[src/rtl/cnnpr_cache_pkg.sv]
// Shared types and helpers for the CNN cache read path.
// Latency: n/a (declarations only). Backpressure: n/a.
// Holds the line width default, the scheduler state enum and the requester-to-port map.
package cnnpr_cache_pkg;

    localparam int CACHE_WIDTH_DEF = 162;

    typedef enum logic [1:0] {
        IDLE  = 2'd0,
        RUN   = 2'd1,
        DRAIN = 2'd2,
        DONE  = 2'd3
    } sched_state_e;

    // Returns 1 when a requester index is served by port 13 (odd lanes).
    function automatic logic port_of(input int idx);
        return idx[0];
    endfunction

endpackage

[src/rtl/cache_read_scheduler_rr_arbiter.sv]
// Round-robin arbiter: one-hot grant to the first requester after the last winner.
// Latency: combinational grant; the pointer advances on the clock edge after an enabled grant.
// Backpressure: grants only while en is high; with en low the pointer holds.
module rr_arbiter #(
    parameter int N = 2
) (
    input  logic         clk,
    input  logic         rst_n,
    input  logic [N-1:0] req,
    input  logic         en,
    output logic [N-1:0] gnt,
    output logic         any
);
    localparam int PW = (N > 1) ? $clog2(N) : 1;
    localparam logic [PW:0] NW = (PW+1)'(N);

    logic [PW-1:0] ptr_q, ptr_d;
    logic [PW:0]   base, w;
    logic [N-1:0]  rot, pick;

    assign any = |req;

    always_comb begin
        base = {1'b0, ptr_q} + 1'b1;
        if (base >= NW) base = base - NW;
        // Rotate so the slot just after the last winner lands at bit 0.
        rot = N'({req, req} >> base);
        w   = base;
        for (int i = N - 1; i >= 0; i--) begin
            if (rot[i]) w = base + (PW+1)'(i);
        end
        if (w >= NW) w = w - NW;
        pick  = N'(1) << w;
        gnt   = '0;
        ptr_d = ptr_q;
        if (en && any) begin
            gnt   = pick;
            ptr_d = w[PW-1:0];
        end
    end

    always_ff @(posedge clk or negedge rst_n) begin
        if (!rst_n) ptr_q <= PW'(N - 1);
        else        ptr_q <= ptr_d;
    end

endmodule

[src/rtl/cache_read_scheduler.sv]
// Frame read scheduler sharing cache ports 02/13 among NUM_REQ requesters (optional macro CACHE_SCHED_STALL_CNT_EN adds stall_cnt).
// Latency: grant and read_req in the issue cycle, rd_valid + rd_data two cycles later.
// Backpressure: an empty cache stalls only its own port; clk_en low freezes all state.
module cache_read_scheduler
    import cnnpr_cache_pkg::*;
#(
    parameter int CACHE_WIDTH = CACHE_WIDTH_DEF,
    parameter int NUM_REQ     = 4,
    parameter int CNT_W       = 16
) (
    input  logic                   clk,
    input  logic                   rst_n,
    input  logic                   clk_en,
    input  logic                   start,
    input  logic [CNT_W-1:0]       total_reads,
    output logic                   busy,
    output logic                   done,
    input  logic [NUM_REQ-1:0]     req,
    output logic [NUM_REQ-1:0]     gnt,
    output logic                   read_req02,
    output logic                   read_req13,
    input  logic                   empty02,
    input  logic                   empty13,
    input  logic [CACHE_WIDTH-1:0] cache_out02,
    input  logic [CACHE_WIDTH-1:0] cache_out13,
    output logic [NUM_REQ-1:0]     rd_valid,
    output logic [CACHE_WIDTH-1:0] rd_data02,
    output logic [CACHE_WIDTH-1:0] rd_data13
`ifdef CACHE_SCHED_STALL_CNT_EN
    ,
    output logic [CNT_W-1:0]       stall_cnt
`endif
);
    localparam int NP = NUM_REQ / 2;

    sched_state_e state_q, state_d;
    logic [CNT_W-1:0]       total_q, total_d, issued_q, issued_d, issued_inc;
    logic [NUM_REQ-1:0]     pend_q, vld_q;
    logic [CACHE_WIDTH-1:0] rd_data02_q, rd_data13_q;
    logic [NP-1:0]          req02, req13, g02, g13;
    logic                   any02, any13, ret02, ret13;
    logic                   run, elig02, elig13, en02, en13;

    always_comb begin
        req02 = '0;
        req13 = '0;
        gnt   = '0;
        ret02 = 1'b0;
        ret13 = 1'b0;
        for (int i = 0; i < NUM_REQ; i++) begin
            if (port_of(i)) begin
                req13[i/2] = req[i];
                gnt[i]     = g13[i/2];
                ret13      = ret13 | pend_q[i];
            end else begin
                req02[i/2] = req[i];
                gnt[i]     = g02[i/2];
                ret02      = ret02 | pend_q[i];
            end
        end
    end

    assign any02 = |req02;
    assign any13 = |req13;
    assign run   = (state_q == RUN);

    // Port 13 sees port 02's issue first, so the last read of a frame goes to 02.
    assign elig02 = run && !empty02 && any02 && (issued_q < total_q);
    assign elig13 = run && !empty13 && any13 && ((issued_q + CNT_W'(elig02)) < total_q);
    assign en02   = elig02 && clk_en;
    assign en13   = elig13 && clk_en;

    assign read_req02 = en02;
    assign read_req13 = en13;
    assign issued_inc = issued_q + CNT_W'(en02) + CNT_W'(en13);

    rr_arbiter #(.N(NP)) u_arb02 (
        .clk(clk), .rst_n(rst_n), .req(req02), .en(en02), .gnt(g02), .any()
    );
    rr_arbiter #(.N(NP)) u_arb13 (
        .clk(clk), .rst_n(rst_n), .req(req13), .en(en13), .gnt(g13), .any()
    );

    always_comb begin
        state_d  = state_q;
        total_d  = total_q;
        issued_d = issued_inc;
        case (state_q)
            IDLE: begin
                if (start) begin
                    total_d  = total_reads;
                    issued_d = '0;
                    state_d  = (total_reads == '0) ? DONE : RUN;
                end
            end
            RUN:     if (issued_inc == total_q) state_d = DRAIN;
            // The last return's strobe is visible in the cycle pend_q empties.
            DRAIN:   if (pend_q == '0) state_d = DONE;
            DONE:    state_d = IDLE;
            default: state_d = IDLE;
        endcase
    end

    always_ff @(posedge clk or negedge rst_n) begin
        if (!rst_n) begin
            state_q     <= IDLE;
            total_q     <= '0;
            issued_q    <= '0;
            pend_q      <= '0;
            vld_q       <= '0;
            rd_data02_q <= '0;
            rd_data13_q <= '0;
        end else if (clk_en) begin
            state_q  <= state_d;
            total_q  <= total_d;
            issued_q <= issued_d;
            pend_q   <= gnt;
            vld_q    <= pend_q;
            if (ret02) rd_data02_q <= cache_out02;
            if (ret13) rd_data13_q <= cache_out13;
        end
    end

    assign busy      = (state_q == RUN) || (state_q == DRAIN);
    assign done      = (state_q == DONE) && clk_en;
    assign rd_valid  = vld_q & {NUM_REQ{clk_en}};
    assign rd_data02 = rd_data02_q;
    assign rd_data13 = rd_data13_q;

`ifdef CACHE_SCHED_STALL_CNT_EN
    logic [CNT_W-1:0] stall_q;
    logic             stall_hit;

    assign stall_hit = run && ((any02 && empty02) || (any13 && empty13));

    always_ff @(posedge clk or negedge rst_n) begin
        if (!rst_n) begin
            stall_q <= '0;
        end else if (clk_en) begin
            if (state_q == IDLE && start)         stall_q <= '0;
            else if (stall_hit && stall_q != '1)  stall_q <= stall_q + 1'b1;
        end
    end

    assign stall_cnt = stall_q;
`endif

endmodule

[config.mk]
export PLATFORM = sky130hd
export DESIGN_NAME = cache_read_scheduler
export DESIGN_NICKNAME = d
export VERILOG_FILES = /design/src/rtl/cnnpr_cache_pkg.sv /design/src/rtl/cache_read_scheduler_rr_arbiter.sv /design/src/rtl/cache_read_scheduler.sv
export SDC_FILE = /design/constraint.sdc
export NUM_CORES = 1
export LEC_CHECK = 0
export BUFFER_PORTS_ARGS = -buffer_cell sky130_fd_sc_hd__buf_2
export CAP_MARGIN = 20
export CORE_ASPECT_RATIO = 0.5
export CORE_MARGIN = 4
export CORE_UTILIZATION = 30
export CTS_CLUSTER_DIAMETER = 30
export DETAILED_ROUTE_END_ITERATION = 16
export PLACE_DENSITY = 0.51
export SYNTH_ARGS = -nofsm -noshare
export SYNTH_HDL_FRONTEND = slang
export SYNTH_SLANG_ARGS = --single-unit
[constraint.sdc]
create_clock -name clk -period 7.3 [get_ports clk]
set_input_delay 1.095 -clock clk [delete_from_list [all_inputs] [get_ports clk]]
set_output_delay 1.095 -clock clk [all_outputs]
set_load 0.005 [all_outputs]
==> metrics.cfg, run 1 <==
[die]
design.core.area_sq_um=50700
boundaryPins=686
fp.dieArea_sq_um=55600
die_y_um=169
chip_width_um=330
fp-row-count=58
initial_core_util=0.306

[pwr]
power_per_cell_area_nw_per_um2=435
power_frac_comb=0.324
peakVddDrop_uv=197
cell_internal_pwr_mw=6.40
clkPwrFrac=0.298
static-leakage-power_nw=10.9
share_seq_of_total_power=0.378
p_switching_mw=3.08
switching_share=0.325

[setup_path]
cp_data_required_time_ns=7.76
critPathMaxStageDelay_ns=0.40
critical-path-slowest-cell=dfrtp_1
cp-end-kind=flop
start_kind=flop
ff2ff_setup_slack_ns=0.43
path_max_fanout=7
worstPathArrival_ns=7.33
path_class=flop to flop

[detailed_routing]
drt_drc_violations_left=0
drt_iter0_markers=647
route.antenna.remaining_nets=0
routed_wire_length_per_instance_um=23.8
m1WireLength_um=26000
vias_per_cell=4.56
detail_route.wirelength_um=60200
amount_of_wire_on_met2_after_detailed_routing_um=29800
highest_layer=met5
via_count=11533
met3_wirelength_um=3420
detailedRoute.firstPassIterationCount=5

[hold_path]
min_path_type=input port to asynchronous set/reset pin

[place]
dp_cells=2413
port_buffers=685
finalWeightedCongestion=0.893
dpl.hpwl_um=47300

[cts]
cts.reportedPaths.clkPinSlew_ns=0.06
clkLatencyLatePin_ns=0.59
cts_tree=yes
cts_inserted_buffers=59
cts_max_path_buffers=3
cts.root.buffer_cell=clkbuf_16
ctsHtreeMaxLevel=2
tritoncts_num_sinks=368
post_cts_hold_buffer_count=0

[synth]
post_synthesis_instance_area_sq_um=15500
synth-edff-count=0
ys_warn_count=0
synthesis.area_per_instance_sq_um=14.4
synth.lib_cells_used.distinct=64
net_count_synth=1466
yosysSeqAreaShare=0.594
ys_dominant_reg_cell=dfrtp_1
syn_inst=1078
ys_ff_latch=368
ys_async_sr_fraction=1.00

[global_route]
via_count_of_the_first_global_routing_pass=11994
antenna_found_initial=15
largest_net_degree_at_the_start_of_global_routing=163
grt_first_pass_wirelength_um=85700
track_usage=0.212
grt_overflow=0

[status]
outcome=completed

[finish]
num-fill-cells=4933
nets=2172
commonest_non_fill_non_tap_cell_in_the_layout=buf_2
layout-drive-gt1-share=0.639
area_growth_pct=40.5
most-common-layout-cells=buf_2 (684), dfrtp_1 (366), mux2_2 (344)
final_cell_count_no_fill=2531
final_core_utilization=0.430

[timing]
final-setup-viol-count=0
post-route-min-period_ns=6.87
rsz_0062_raised_after_global_routing=no
period_share=0.941
fin_worst_skew_ns=0.0152
tns_ns=0
max_slew_margin=0.294
final-max-slew-violation-count=0
hold_viol_final=0
worstMarginPinSlew_ns=1.06
fmax_ghz=0.146

[flow_run]
cap_violations=0

==> worst paths after layout <==
path	startpoint	end	cells after the start
max in group asynchronous	rst_n	rd_data13[154]	2
worst max register to register	total_q[9]	state_q[0]	31
min in group clk	rd_data13[96]	rd_data13[96]	1
worst min register to register	rd_data13[96]	rd_data13[96]	1
worst min-delay path	rst_n	rd_data02[109]	1
worst max-delay path	total_q[9]	state_q[0]	31
==> power groups by stage <==
stage	Sequential, mW	Combinational [mW]	Clock, mW
after floorplan	3.58	1.34	0
after CTS	3.58	3.13	2.89
after detailed placement	3.60	3.12	0
after global routing	3.71	3.34	2.99
final	3.58	3.08	2.82
after global placement	3.57	3.11	0
==> sequential cells by signal (all words and copies together) (netlist names) <==
register and flops:
vld_q 4, issued_q 16, state_q 2, rd_data02 162, rd_data13 162, u_arb13.ptr_q 1
pend_q 4, u_arb02.ptr_q 1, total_q 16
==> metrics by stage <==
stage                     power [mW]  hold slack (ns)  cell area, sq um  setup slack, ns
after floorplan                 4.92            0.473             15500            0.982
after global placement          6.68            0.481             19700            0.213
after detailed placement        6.71            0.487             19700            0.119
after CTS                       9.60            0.426             21800            0.273
after global routing            10.0            0.430             21800          0.00609
final                           9.48            0.433             21800            0.430
==> repair_timing <==
item                                   in CTS  in global routing
endpoints found under the hold margin       0                  0
setup endpoints to repair                   0                  2
buffers inserted                            0                  0
resized for setup                           0                  3
==> critical path, delay by kind of cell, from the launching register on <==
| kind | cells | cell delay (ns) |
|---|---|---|
| AO/OA/AOI/OAI | 14 | 3.00 |
| XOR/XNOR | 1 | 0.13 |
| adder cells (fa/ha/maj) | 5 | 1.44 |
| buffers and inverters | 3 | 0.23 |
| flip-flops | 1 | 0.40 |
| multiplexers | 1 | 0.17 |
| AND/OR/NAND/NOR | 7 | 1.37 |
==> logic make-up (layout without fill, tap and decap cells) <==
kind of cell               Yosys count  count (layout)  synth area share
buffers and inverters               83             837            0.0239
and+or+nand+nor                    127             127            0.0445
other                                0               9                 0
muxes                              346             346             0.251
adders and majority gates           38              38            0.0311
AOI/OAI and AO/OA                   79              79            0.0347
xor gates and xnor gates            37              37            0.0209
DFF                                368             368             0.594
==> final cells by class <==
type,instances,area [sq um],share of cell area
repair buffers,698,3590,0.165
diodes,9,22.5,0.00103
well taps,690,863,0.0396
inverters,30,113,0.00517
clock inverters,36,399,0.0183
flip-flops and latches,368,9210,0.423
clock buffers,73,1630,0.0748
multi-input cells,627,5960,0.274
==> cell usage after synthesis, types with 3 or more instances <==
cell,number,area share
ha_1,37,0.030
o22ai_1,5,0.0020
or2_2,3,0.0012
buf_2,5,0.0016
nor4_1,4,0.0016
xnor2_1,23,0.013
mux2_2,344,0.25
o211ai_1,4,0.0019
o21ai_0,25,0.0081
xor2_1,14,0.0079
buf_6,5,0.0036
nor2_1,25,0.0060
a31oi_1,3,0.0012
clkbuf_1,39,0.0094
and2_1,7,0.0028
a21oi_1,7,0.0023
a21o_1,9,0.0044
o21a_1,3,0.0015
nor3_1,4,0.0013
nand4_1,7,0.0028
o31ai_1,4,0.0019
nand3_1,12,0.0039
nand2b_1,5,0.0020
nand2_1,39,0.0094
inv_1,30,0.0073
dfrtp_1,366,0.59
==> routing by layer <==
layer | up-vias | GRT usage
li1 | 5254 | -
met3 | 72 | 0.0620
met5 | - | 0
met2 | 262 | 0.348
met4 | 2 | 0.0511
met1 | 5943 | 0.277
Note: power is estimated with default switching activity, not from simulation.
==> inputs of run 2 (changes only) <==
- clock period: 7.3 -> 6.9 ns (I/O delays scaled with it)
==> metrics.cfg, run 2 (synthesis gave the netlist of run 1 again) <==
[setup_path]
cp-end-kind=flop
r2r_cells=29
ff2ff_setup_slack_ns=0.40
start_kind=flop
critPathMaxStageDelay_ns=0.47
timing.rr.end=state_q[1]
path_class=flop to flop
critical-path-slowest-cell=or4b_1
cp_top_family=compound AO/OA/AOI/OAI gates
cp_data_required_time_ns=7.33
cp_num_buf_inv=2
path_max_fanout=5
crit_path_frequent_cell=a21o_1
reg2reg_from=total_q[9]
worstPathArrival_ns=6.93

[finish]
most-common-layout-cells=buf_2 (684), dfrtp_1 (366), mux2_2 (344)
final_cell_count_no_fill=2554
nets=2195
combined_area_of_the_multi_input_logic_cells_sq_um=5980
layout-drive-gt1-share=0.645
commonest_non_fill_non_tap_cell_in_the_layout=buf_2
area_growth_pct=43.6
sequential_cell_area_sq_um=9210
num-fill-cells=4899

[die]
design.core.area_sq_um=50700
chip_width_um=330
fp.dieArea_sq_um=55600
die_y_um=169
boundaryPins=686
initial_core_util=0.306
fp-row-count=58

[cts]
ctsHtreeMaxLevel=3
cts_tree=yes
cts.reportedPaths.clkPinSlew_ns=0.04
cts_max_path_buffers=3
cts_inserted_buffers=69
cts.root.buffer_cell=clkbuf_16
clkLatencyLatePin_ns=0.57
tritoncts_num_sinks=368

[global_route]
antenna_found_initial=11
grt_overflow=0
largest_net_degree_at_the_start_of_global_routing=163
via_count_of_the_first_global_routing_pass=11990
track_usage=0.213
grt_first_pass_wirelength_um=86100

[detailed_routing]
via_count=11663
routed_wire_length_per_instance_um=23.6
vias_per_cell=4.57
drt_iter0_markers=672
detail_route.wirelength_um=60300
drt_drc_violations_left=0
route.antenna.remaining_nets=0
detailedRoute.firstPassIterationCount=4

[hold_path]
min_path_type=input port to asynchronous set/reset pin

[timing]
tns_ns=0
final-max-slew-violation-count=0
fin_worst_skew_ns=0.0164
post-route-min-period_ns=6.50
final-setup-viol-count=0
period_share=0.942
fmax_ghz=0.154
rsz_0062_raised_after_global_routing=no
max_slew_margin=0.262
hold_viol_final=0
worstMarginPinSlew_ns=1.11

[place]
dp_cells=2423
finalWeightedCongestion=0.871
port_buffers=685
dpl.hpwl_um=47300

[pwr]
power.total_mw=10.6
power_per_cell_area_nw_per_um2=476
peakVddDrop_uv=202
static-leakage-power_nw=11.2

[status]
outcome=completed

[flow_run]
cap_violations=0

-- run 2: changes by cell type in the layout (fill, tap and decap cells not counted), sizes merged --
cell,delta
clkbuf,+10
clkinvlp,-1
diode,-6
clkinv,+1
buf,+13
bufinv,+6
-- run 2: report_power, final --
group	total [mW]	internal [mW]	switching, mW	leakage, nW
combinational	3.28	1.75	1.53	5.57
sequential	3.80	3.19	0.611	4.48
clock	3.51	2.31	1.20	1.16
total	10.6	7.26	3.34	11.2
-- run 2: worst max-delay path by stage --
stage	to	cells past startpoint	startpoint
4_1_cts	state_q[1]	29	total_q[9]
3_3_place_gp	state_q[0]	28	req[0]
5_1_grt	state_q[0]	29	total_q[9]
2_1_floorplan	state_q[0]	29	req[2]
6_report	state_q[1]	29	total_q[9]
3_5_place_dp	state_q[0]	28	req[0]
-- run 2: layer usage --
metal / global-route usage / vias up / part of all wire
met5: 0 / - / 0.00022
met4: 0.0479 / 2 / 0.018
met3: 0.0581 / 83 / 0.052
met2: 0.352 / 282 / 0.50
met1: 0.280 / 5983 / 0.43
li1: - / 5313 / -
-- run 2: layout make-up --
| cell class | count | area share |
|---|---|---|
| Sequential cell | 368 | 0.414 |
| Multi-Input combinational cell | 627 | 0.269 |
| Timing Repair Buffer | 711 | 0.165 |
| Clock buffer | 83 | 0.0835 |
| Tap cell | 690 | 0.0388 |
| Clock inverter | 42 | 0.0246 |
| Inverter | 30 | 0.00506 |
| Antenna cell | 3 | 0.000337 |
-- run 2: stage by stage --
step           hold WS (ns)  worst slack (ns)  area [sq um]  utilization
6_report              0.388             0.400         22300        0.440
5_1_grt               0.398          0.000672         22300        0.440
4_1_cts               0.381             0.140         22200        0.438
3_5_place_dp          0.487            0.0764         19800        0.391
3_3_place_gp          0.481             0.203         19800        0.391
2_1_floorplan         0.473             0.642         15500            -
-- run 2: what timing repair did --
item | in CTS | in global routing
hold buffers | 0 | 0
setup endpoints to repair | 0 | 4
hold endpoints to repair | 0 | 0
buffers inserted | 0 | 3
gates resized for setup | 0 | 7
